==> src/rtl/freq_meter_pkg.sv <==
// freq_meter_pkg: FSM state type and default gate length shared by the frequency meter
package freq_meter_pkg;
  typedef enum logic {IDLE, GATE} state_t;
  localparam int GATE_1S = 50_000_000;
endpackage

==> src/rtl/freq_meter_sync_edge_detect.sv <==
// sync_edge_detect: 2-flop synchroniser plus history flop giving a one-cycle rising-edge pulse
module sync_edge_detect (
  input  logic clockin,
  input  logic rst_n,
  input  logic din,
  output logic rise
);
  logic s1, s2, hist;
  // shift the async input through two sync stages, then keep one cycle of history
  always_ff @(posedge clockin or negedge rst_n)
    if (!rst_n) {s1, s2, hist} <= '0;
    else {s1, s2, hist} <= {din, s1, s2};
  assign rise = s2 & ~hist;
endmodule

==> src/rtl/freq_meter.sv <==
// freq_meter: gated rising-edge counter on Mhz50; optional period measurement under PERIOD_MEAS_EN
module freq_meter
  import freq_meter_pkg::*;
#(
  parameter int GATE_CYCLES = GATE_1S,
  parameter int GATE_W      = 26,
  parameter int CNT_W       = 16,
  parameter int PER_W       = 24
) (
  input  logic             Mhz50,
  input  logic             rst_n,
  input  logic             enable,
  input  logic             sigin,
  output logic [CNT_W-1:0] freq_out,
  output logic             freq_valid,
  output logic             overflow,
  output logic [PER_W-1:0] period_out,
  output logic             period_valid
);
  state_t            state;
  logic [GATE_W-1:0] gate_cnt;
  logic [CNT_W-1:0]  edge_cnt, next_cnt;
  logic              rise, sat, last, window_ovf;

  sync_edge_detect u_sync (
    .clockin(Mhz50),
    .rst_n  (rst_n),
    .din    (sigin),
    .rise   (rise)
  );

  assign sat      = rise & (&edge_cnt);
  assign next_cnt = sat ? edge_cnt : edge_cnt + CNT_W'(rise);
  assign last     = gate_cnt == GATE_W'(GATE_CYCLES - 1);

  // gate window FSM: count edges for GATE_CYCLES clocks, publish and restart without a dead cycle
  always_ff @(posedge Mhz50 or negedge rst_n)
    if (!rst_n) begin
      state      <= IDLE;
      gate_cnt   <= '0;
      edge_cnt   <= '0;
      window_ovf <= 1'b0;
      freq_out   <= '0;
      overflow   <= 1'b0;
      freq_valid <= 1'b0;
    end else begin
      freq_valid <= 1'b0;
      if (state == IDLE || !enable) begin
        state      <= (state == IDLE && enable) ? GATE : IDLE;
        gate_cnt   <= '0;
        edge_cnt   <= '0;
        window_ovf <= 1'b0;
      end else if (last) begin
        freq_out   <= next_cnt;
        overflow   <= window_ovf | sat;
        freq_valid <= 1'b1;
        gate_cnt   <= '0;
        edge_cnt   <= '0;
        window_ovf <= 1'b0;
      end else begin
        gate_cnt   <= gate_cnt + GATE_W'(1);
        edge_cnt   <= next_cnt;
        window_ovf <= window_ovf | sat;
      end
    end

`ifdef PERIOD_MEAS_EN
  logic [PER_W-1:0] per_cnt;
  logic             seen;
  // cycles between consecutive edges; the first edge after enable only arms the measurement
  always_ff @(posedge Mhz50 or negedge rst_n)
    if (!rst_n) begin
      per_cnt      <= '0;
      seen         <= 1'b0;
      period_out   <= '0;
      period_valid <= 1'b0;
    end else if (!enable) begin
      per_cnt      <= '0;
      seen         <= 1'b0;
      period_valid <= 1'b0;
    end else begin
      period_valid <= rise & seen;
      per_cnt      <= rise ? '0 : per_cnt + PER_W'(~&per_cnt);
      seen         <= seen | rise;
      if (rise & seen) period_out <= (&per_cnt) ? per_cnt : per_cnt + PER_W'(1);
    end
`else
  assign period_out   = '0;
  assign period_valid = 1'b0;
`endif
endmodule

==> config.mk <==
export PLATFORM = sky130hd
export DESIGN_NAME = freq_meter
export DESIGN_NICKNAME = d
export VERILOG_FILES = /design/src/rtl/freq_meter_pkg.sv /design/src/rtl/freq_meter_sync_edge_detect.sv /design/src/rtl/freq_meter.sv
export SDC_FILE = /design/constraint.sdc
export NUM_CORES = 1
export LEC_CHECK = 0
export ABC_AREA = 1
export BUFFER_PORTS_ARGS = -buffer_cell sky130_fd_sc_hd__buf_4
export CORE_MARGIN = 2
export CORE_UTILIZATION = 62
export CTS_CLUSTER_DIAMETER = 80
export CTS_CLUSTER_SIZE = 40
export DETAILED_ROUTE_END_ITERATION = 12
export HOLD_SLACK_MARGIN = 0.1
export PLACE_DENSITY = 0.85
export SLEW_MARGIN = 30
export SYNTH_ARGS = -nofsm -noshare
export SYNTH_HDL_FRONTEND = slang
export SYNTH_SLANG_ARGS = --single-unit
==> constraint.sdc <==
create_clock -name Mhz50 -period 4.2 [get_ports Mhz50]
set_input_delay 0.63 -clock Mhz50 [delete_from_list [all_inputs] [get_ports Mhz50]]
set_output_delay 0.63 -clock Mhz50 [all_outputs]
set_load 0.005 [all_outputs]
==> flow_metrics.py, run 1 <==
metrics = {
    "global_routing": {
        "grt_start_max_net_pins": 66,
        "grt_pass1_vias": 2999,
        "grt-ovfl-total": 0,
        "grt_usage_pct": 26.2,
        "grt_pass1_wl_mm": 13.1,
        "antenna_found_initial": 0,
    },
    "placed_design": {
        "dpl.hpwl_mm": 5.36,
        "place.gp.congestion": 0.954,
        "io_buffers": 21,
    },
    "synth": {
        "yosysTopAreaCell": "dfrtp_1",
        "yosys_warnings": 0,
        "synth_cells": 491,
        "synth_top_area_share_pct": 44.8,
        "ys_top_cells_by_area": "dfrtp_1 45%, nand2_1 17%, nor2_1 9.5%",
        "synth-seq-cells": 65,
        "ys_seq_area_share_pct": 44.8,
        "ys_types": 30,
        "syn_area_per_cell_sq_um": 7.39,
        "syn-cell-area_sq_um": 3630,
    },
    "sta": {
        "rsz0062_at_grt": "false",
        "slew_viol_final": 0,
        "min_period_ps": 1950,
        "tightestPinTransition_ps": 784,
        "fin_crit_sh_pct": 46.4,
        "hold_violations": 0,
        "finalSetupViolCount": 0,
        "timing.setup.tns_ps": 0,
        "relSlewSlack_pct": 47.7,
        "fmax_mhz": 513,
        "fin_skew_ps": 5.98,
        "hold_ws_ps": 352,
    },
    "clock_network": {
        "clk_pin_slew_ps": 70,
        "postCtsSetupBuffers": 0,
        "ctsHoldBuffers": 0,
        "clock-root-buffer": "clkbuf_8",
        "cts_num_sinks": 65,
        "cts_buffers": 9,
        "clk_latency_ps": 340,
        "clock_path_buffers": 2,
        "cts_resized": 0,
        "cts_tree": "built",
        "h-tree-depth": 3,
    },
    "power": {
        "combPwrFrac_pct": 2.7,
        "leakage_uw": 0.00193,
        "p_switching_uw": 261,
        "power_density_nw_per_um2": 298,
        "p_int_uw": 902,
        "p_clk_share_pct": 43.0,
        "p_seq_share_pct": 54.3,
        "peakVddDrop_uv": 232,
        "swShare_pct": 22.5,
    },
    "floorplan": {
        "num_rows": 27,
        "start_util_pct": 65.1,
        "coreArea_sq_um": 5570,
        "die_h_um": 80.5,
        "dieWidth_um": 80.5,
        "io_pins": 47,
        "dieArea_sq_um": 6480,
    },
    "cells_and_area": {
        "antenna_cells": 0,
        "fillCellCount": 468,
        "syn_to_final_growth_pct": 7.59,
        "fin_nets": 521,
        "drive_gt1_share_pct": 10.0,
    },
    "critical_path": {
        "critical_path.startpoint_type": "register",
        "cpMostUsedCell": "nand2_1",
        "arrival_ps": 2210,
        "crit_chain": "nand2_1 > nor2_2 > nand2_1 > nor2_1 > nand2_1 > o21ai_0 > nand2_1 > nor2_1",
        "end_kind": "register",
        "critPathMaxStageDelay_ps": 460,
        "crit_type": "reg2reg",
        "critPathSlowestCell": "nand2_1",
        "crit_fanout": 23,
        "r2r_slack_ps": 2250,
        "required_ps": 4460,
    },
    "routing": {
        "vias": 3008,
        "drt_wl_total_mm": 7.32,
        "wl_per_cell_um": 12.4,
        "viasPerCell": 5.10,
        "drt_iter0_markers": 231,
        "drc": 0,
        "dr.pass1.iters": 5,
        "drtAntennaViolNets": 0,
    },
    "status": {
        "status": "completed",
    },
    "worst_hold_path": {
        "holdCritPathClass": "reg2reg",
    },
    "flow_run": {
        "cap_viol_max_count": 0,
    },
}
## per-layer routing
layer	routed length [um]	global-route usage, %
met2	3610	43.0
met3	403	6.07
met1	3150	32.4
met5	0	0
met4	157	12.7
## final timing paths
kind	from	end	depth (start not counted)
max	edge_cnt[5]	edge_cnt[1]	8
max in group asynchronous	rst_n	u_sync.hist	1
min	u_sync.s1	u_sync.s2	0
min reg2reg	u_sync.s1	u_sync.s2	0
min in group asynchronous	rst_n	edge_cnt[15]	1
max reg2reg	edge_cnt[5]	edge_cnt[1]	8
## area by class of cell
class	instances	area, sq um	area share (%)
Tap cell	72	90.1	2.31
Clock inverter	4	45.0	1.15
Multi-Input combinational cell	374	1690	43.3
Clock buffer	11	131	3.37
Timing Repair Buffer	21	158	4.04
Sequential cell	65	1630	41.7
Inverter	43	161	4.13
## synthesized netlist by cell type, drive strengths merged
| master | instances |
|---|---|
| a211oi | 1 |
| nor3 | 5 |
| dfrtp | 65 |
| o21ai | 6 |
| ha | 3 |
| or2 | 3 |
| conb | 1 |
| nand3 | 29 |
| nor3b | 1 |
| and2 | 3 |
| xnor2 | 13 |
| nor2 | 101 |
| clkbuf | 3 |
| inv | 43 |
| nand3b | 1 |
| a21oi | 8 |
| buf | 30 |
| nand4 | 5 |
| xor2 | 3 |
| nand2 | 167 |
## through the flow
| stage | util, % | power [uW] | cell area (sq um) | setup slack (ps) | instances |
|---|---|---|---|---|---|
| after global routing | 70.0 | 1210 | 3900 | 1950 | 590 |
| final | 70.0 | 1160 | 3900 | 2250 | 590 |
| after CTS | 70.0 | 1170 | 3900 | 2270 | 590 |
| after floorplan | - | 676 | 3720 | 2660 | 515 |
| after detailed placement | 66.9 | 675 | 3730 | 2020 | 575 |
| after global placement | 66.9 | 675 | 3730 | 2050 | 575 |
## placed cells by master, fill, tap and decap left out, drive strengths merged
master	instances
or2	3
bufinv	1
a21oi	8
and2	3
o21ai	6
nand4	5
nand2	167
clkinv	3
nand3b	1
a211oi	1
nor2	101
nor3	5
nor3b	1
nand3	29
xor2	3
inv	43
ha	3
dfrtp	65
buf	21
clkbuf	11
xnor2	13
conb	25
## logic make-up after synthesis
logic type      share of synthesized area (%)
compound gates                           2.24
xor+xnor                                 3.86
simple gates                             36.9
fa+ha+maj                                1.03
other cells                             0.103
flops                                    44.8
buf+inv                                  11.0
## worst max-delay path, delay by kind of cell, from the launching register on
kind             cells  cell delay [ps]
AO/OA/AOI/OAI        1              340
flip-flops           1              390
AND/OR/NAND/NOR      7             1130
## power groups by stage
stage,Sequential [uW],Combinational (uW),Clock (uW)
finish,631,31.8,500
global route,631,38.7,541
CTS,631,32.6,509
detailed placement,643,32.6,0
global placement,643,32.3,0
floorplan,643,33.4,0
## sequential cells by signal (all words and copies together), names as in the netlist
| signal | flops |
|---|---|
| u_sync.s2 | 1 |
| edge_cnt | 16 |
| gate_cnt | 26 |
| state | 1 |
| overflow | 1 |
| u_sync.s1 | 1 |
| freq_valid | 1 |
| u_sync.hist | 1 |
| freq_out | 16 |
| window_ovf | 1 |
(Power assumes the default switching activity.)
==> run 2, diff against run 1 <==
ABC_AREA = 0   (was 1)
CORE_UTILIZATION = 51   (was 62)
PLACE_DENSITY = 0.75   (was 0.85)
clock period = 1.75 ns   (was 4.2 ns; I/O delays follow)
==> run 2 against run 1 <==
  * Final cell count shrank 21%
  * Largest cell class is now registers
  * The flow now finishes with violations (negative setup slack)
  * Synthesized cell count decreased by 36%
  * Synthesized area down 11%
  * Worst hold slack worse by 3.4 ps
  * Sequential power increased by 140%
==> flow_metrics.py, run 2 <==
metrics = {
    "synth": {
        "synth_top_area_share_pct": 50.5,
        "synth_ff_type": "dfrtp_1",
        "async_reset_ff_share_pct": 100,
        "synth_cells": 315,
        "ys_types": 44,
        "syn_area_per_cell_sq_um": 10.2,
        "synth-seq-cells": 65,
        "ys_top_cells_by_area": "dfrtp_1 51%, nor2_1 5.9%, buf_4 5.8%",
        "post-synth-top-count-cell": "dfrtp_1",
        "syn-cell-area_sq_um": 3220,
        "synth_common_cells": "65 x dfrtp_1, 51 x nor2_1, 29 x nand2_1",
        "ys_seq_area_share_pct": 50.5,
        "synth_edf_count": 0,
        "yosys_warnings": 0,
        "yosysTopAreaCell": "dfrtp_1",
    },
    "power": {
        "p_clk_share_pct": 43.3,
        "swShare_pct": 22.2,
        "leakage_uw": 0.00189,
        "power_density_nw_per_um2": 695,
        "p_switching_uw": 641,
        "combPwrFrac_pct": 4.3,
        "p_int_uw": 2250,
        "p_seq_share_pct": 52.4,
        "peakVddDrop_uv": 601,
    },
    "placed_design": {
        "place.gp.congestion": 0.856,
        "dpl.hpwl_mm": 4.29,
        "place_ws_ps": -77.5,
        "io_buffers": 21,
    },
    "routing": {
        "drt_wl_total_mm": 6.80,
        "viasPerCell": 5.12,
        "wl_per_cell_um": 14.5,
        "drtAntennaViolNets": 0,
        "drt_iter0_markers": 72,
        "dr.pass1.iters": 4,
        "drc": 0,
        "vias": 2394,
    },
    "sta": {
        "min_period_ps": 1860,
        "hold_violations": 0,
        "timing.setup.tns_ps": -1040,
        "fmax_mhz": 538,
        "rsz0062_at_grt": "true",
        "finalSetupViolCount": 22,
        "slew_viol_final": 0,
        "fin_ws_ps": -108,
        "fin_skew_ps": 6.37,
        "fin_crit_sh_pct": 106,
    },
    "critical_path": {
        "crit_start": "u_sync.hist",
        "worst_r2r_endpoint": "freq_out[14]",
        "reg2reg_from": "u_sync.hist",
        "r2r_cells": 7,
        "r2r_slack_ps": -110,
        "end_kind": "register",
        "arrival_ps": 2090,
        "critical_path.startpoint_type": "register",
        "required_ps": 1980,
        "crit_type": "reg2reg",
        "crit_fanout": 3,
    },
    "cells_and_area": {
        "final_common_cell": "dfrtp_1",
        "fin_nets": 395,
        "drive_gt1_share_pct": 38.2,
        "largest-register": "gate_cnt",
        "largest_reg_flops": 26,
        "final_cell_mix": "65 x dfrtp_1, 61 x buf_4, 50 x nor2_1, 25 x conb_1, 18 x xor2_1",
        "syn_to_final_growth_pct": 29.1,
        "fillCellCount": 459,
        "reg.largest.list": "gate_cnt: 26 flops, edge_cnt: 16 flops, freq_out: 16 flops",
        "antenna_cells": 0,
    },
    "worst_hold_path": {
        "holdPathStages": 0,
        "holdPathEnd": "u_sync.s2",
        "hold_start": "u_sync.s1",
        "holdCritPathClass": "reg2reg",
    },
    "floorplan": {
        "dieWidth_um": 83.5,
        "io_pins": 47,
        "num_rows": 28,
        "die_h_um": 83.5,
        "coreArea_sq_um": 6030,
        "dieArea_sq_um": 6960,
        "start_util_pct": 53.4,
    },
    "clock_network": {
        "clock_path_buffers": 2,
        "clk_pin_slew_ps": 70,
        "clock-root-buffer": "clkbuf_8",
        "cts_tree": "built",
        "h-tree-depth": 3,
        "cts_buffers": 9,
        "clk_latency_ps": 340,
        "cts_num_sinks": 65,
    },
    "global_routing": {
        "grt-ovfl-total": 0,
        "grt_start_max_net_pins": 38,
        "antenna_found_initial": 0,
        "grt_usage_pct": 19.5,
        "grt_pass1_vias": 2376,
        "grt_pass1_wl_mm": 10.8,
    },
    "flow_run": {
        "cap_viol_max_count": 0,
    },
    "status": {
        "failed_checks": "negative setup slack",
        "status": "finished with violations",
    },
}
run 2: cell count changes after synthesis, sizes merged, moves of 12 or more:
cell	change
nand3	-12
inv	-38
xor2	+17
nor2	-50
o21ai	+15
nand2	-138
run 2: routing by layer:
layer | up-vias | global-route usage (%) | wire, um
met5 | - | 0 | 0
met2 | 46 | 33.6 | 3650
met1 | 1182 | 23.8 | 2820
li1 | 1156 | - | -
met4 | 0 | 7.04 | 97
met3 | 10 | 4.85 | 232
run 2: cell type report:
| cell class | count | area, sq um | area share (%) |
|---|---|---|---|
| inverters | 6 | 27.5 | 0.662 |
| repair buffers | 73 | 643 | 15.5 |
| clock buffers | 13 | 149 | 3.58 |
| flip-flops and latches | 65 | 1630 | 39.1 |
| multi-input cells | 233 | 1580 | 37.9 |
| well taps | 75 | 93.8 | 2.26 |
| clock inverters | 3 | 40.0 | 0.963 |
run 2: metrics by stage:
| step | std cells | hold WS (ps) | area [sq um] | power, uW | util, % |
|---|---|---|---|---|---|
| after floorplan | 339 | -33.1 | 3340 | 1620 | - |
| after global placement | 442 | 210 | 3690 | 1640 | 61.3 |
| after detailed placement | 442 | 214 | 3690 | 1640 | 61.3 |
| after CTS | 462 | 350 | 3960 | 2890 | 65.7 |
| after global routing | 468 | 361 | 4160 | 2990 | 69.0 |
| final | 468 | 349 | 4160 | 2890 | 69.0 |
run 2: power by group through the flow:
stage | registers [uW] | clock network (uW) | logic, uW
floorplan | 1540 | 0 | 77.9
global placement | 1540 | 0 | 95.5
detailed placement | 1540 | 0 | 98.2
CTS | 1510 | 1270 | 104
global route | 1510 | 1340 | 138
finish | 1510 | 1250 | 123
run 2: worst max-delay path by stage:
stage / endpoint / slack, ps
2_1_floorplan: freq_out[10] / -150
3_3_place_gp: freq_out[14] / -60
3_5_place_dp: freq_out[12] / -80
4_1_cts: freq_out[10] / -60
5_1_grt: freq_out[14] / -200
6_report: freq_out[14] / -110
run 2: cells by family after synthesis:
family                     synth area share [%]
AOI/OAI and AO/OA                          6.41
xor gates and xnor gates                   8.16
adders and majority gates                  1.17
buffers and inverters                      8.71
DFF                                        50.5
muxes                                      1.63
other                                     0.116
and+or+nand+nor                            23.3
run 2: critical path, stage by stage (launching register included):
cell and delay (ps):
dfrtp_1 420, nor2b_2 170, ha_2 200, nand4_1 190
nor3_2 300, nand3_1 160, mux2i_2 240, o21ai_2 80
run 2: what timing repair did:
item	in CTS	in global routing
setup endpoints to repair	24	33
endpoints found under the hold margin	30	0
hold buffers	3	0
resized for setup	9	26
setup buffers	1	3
pin swaps	2	16
gates cloned	0	3
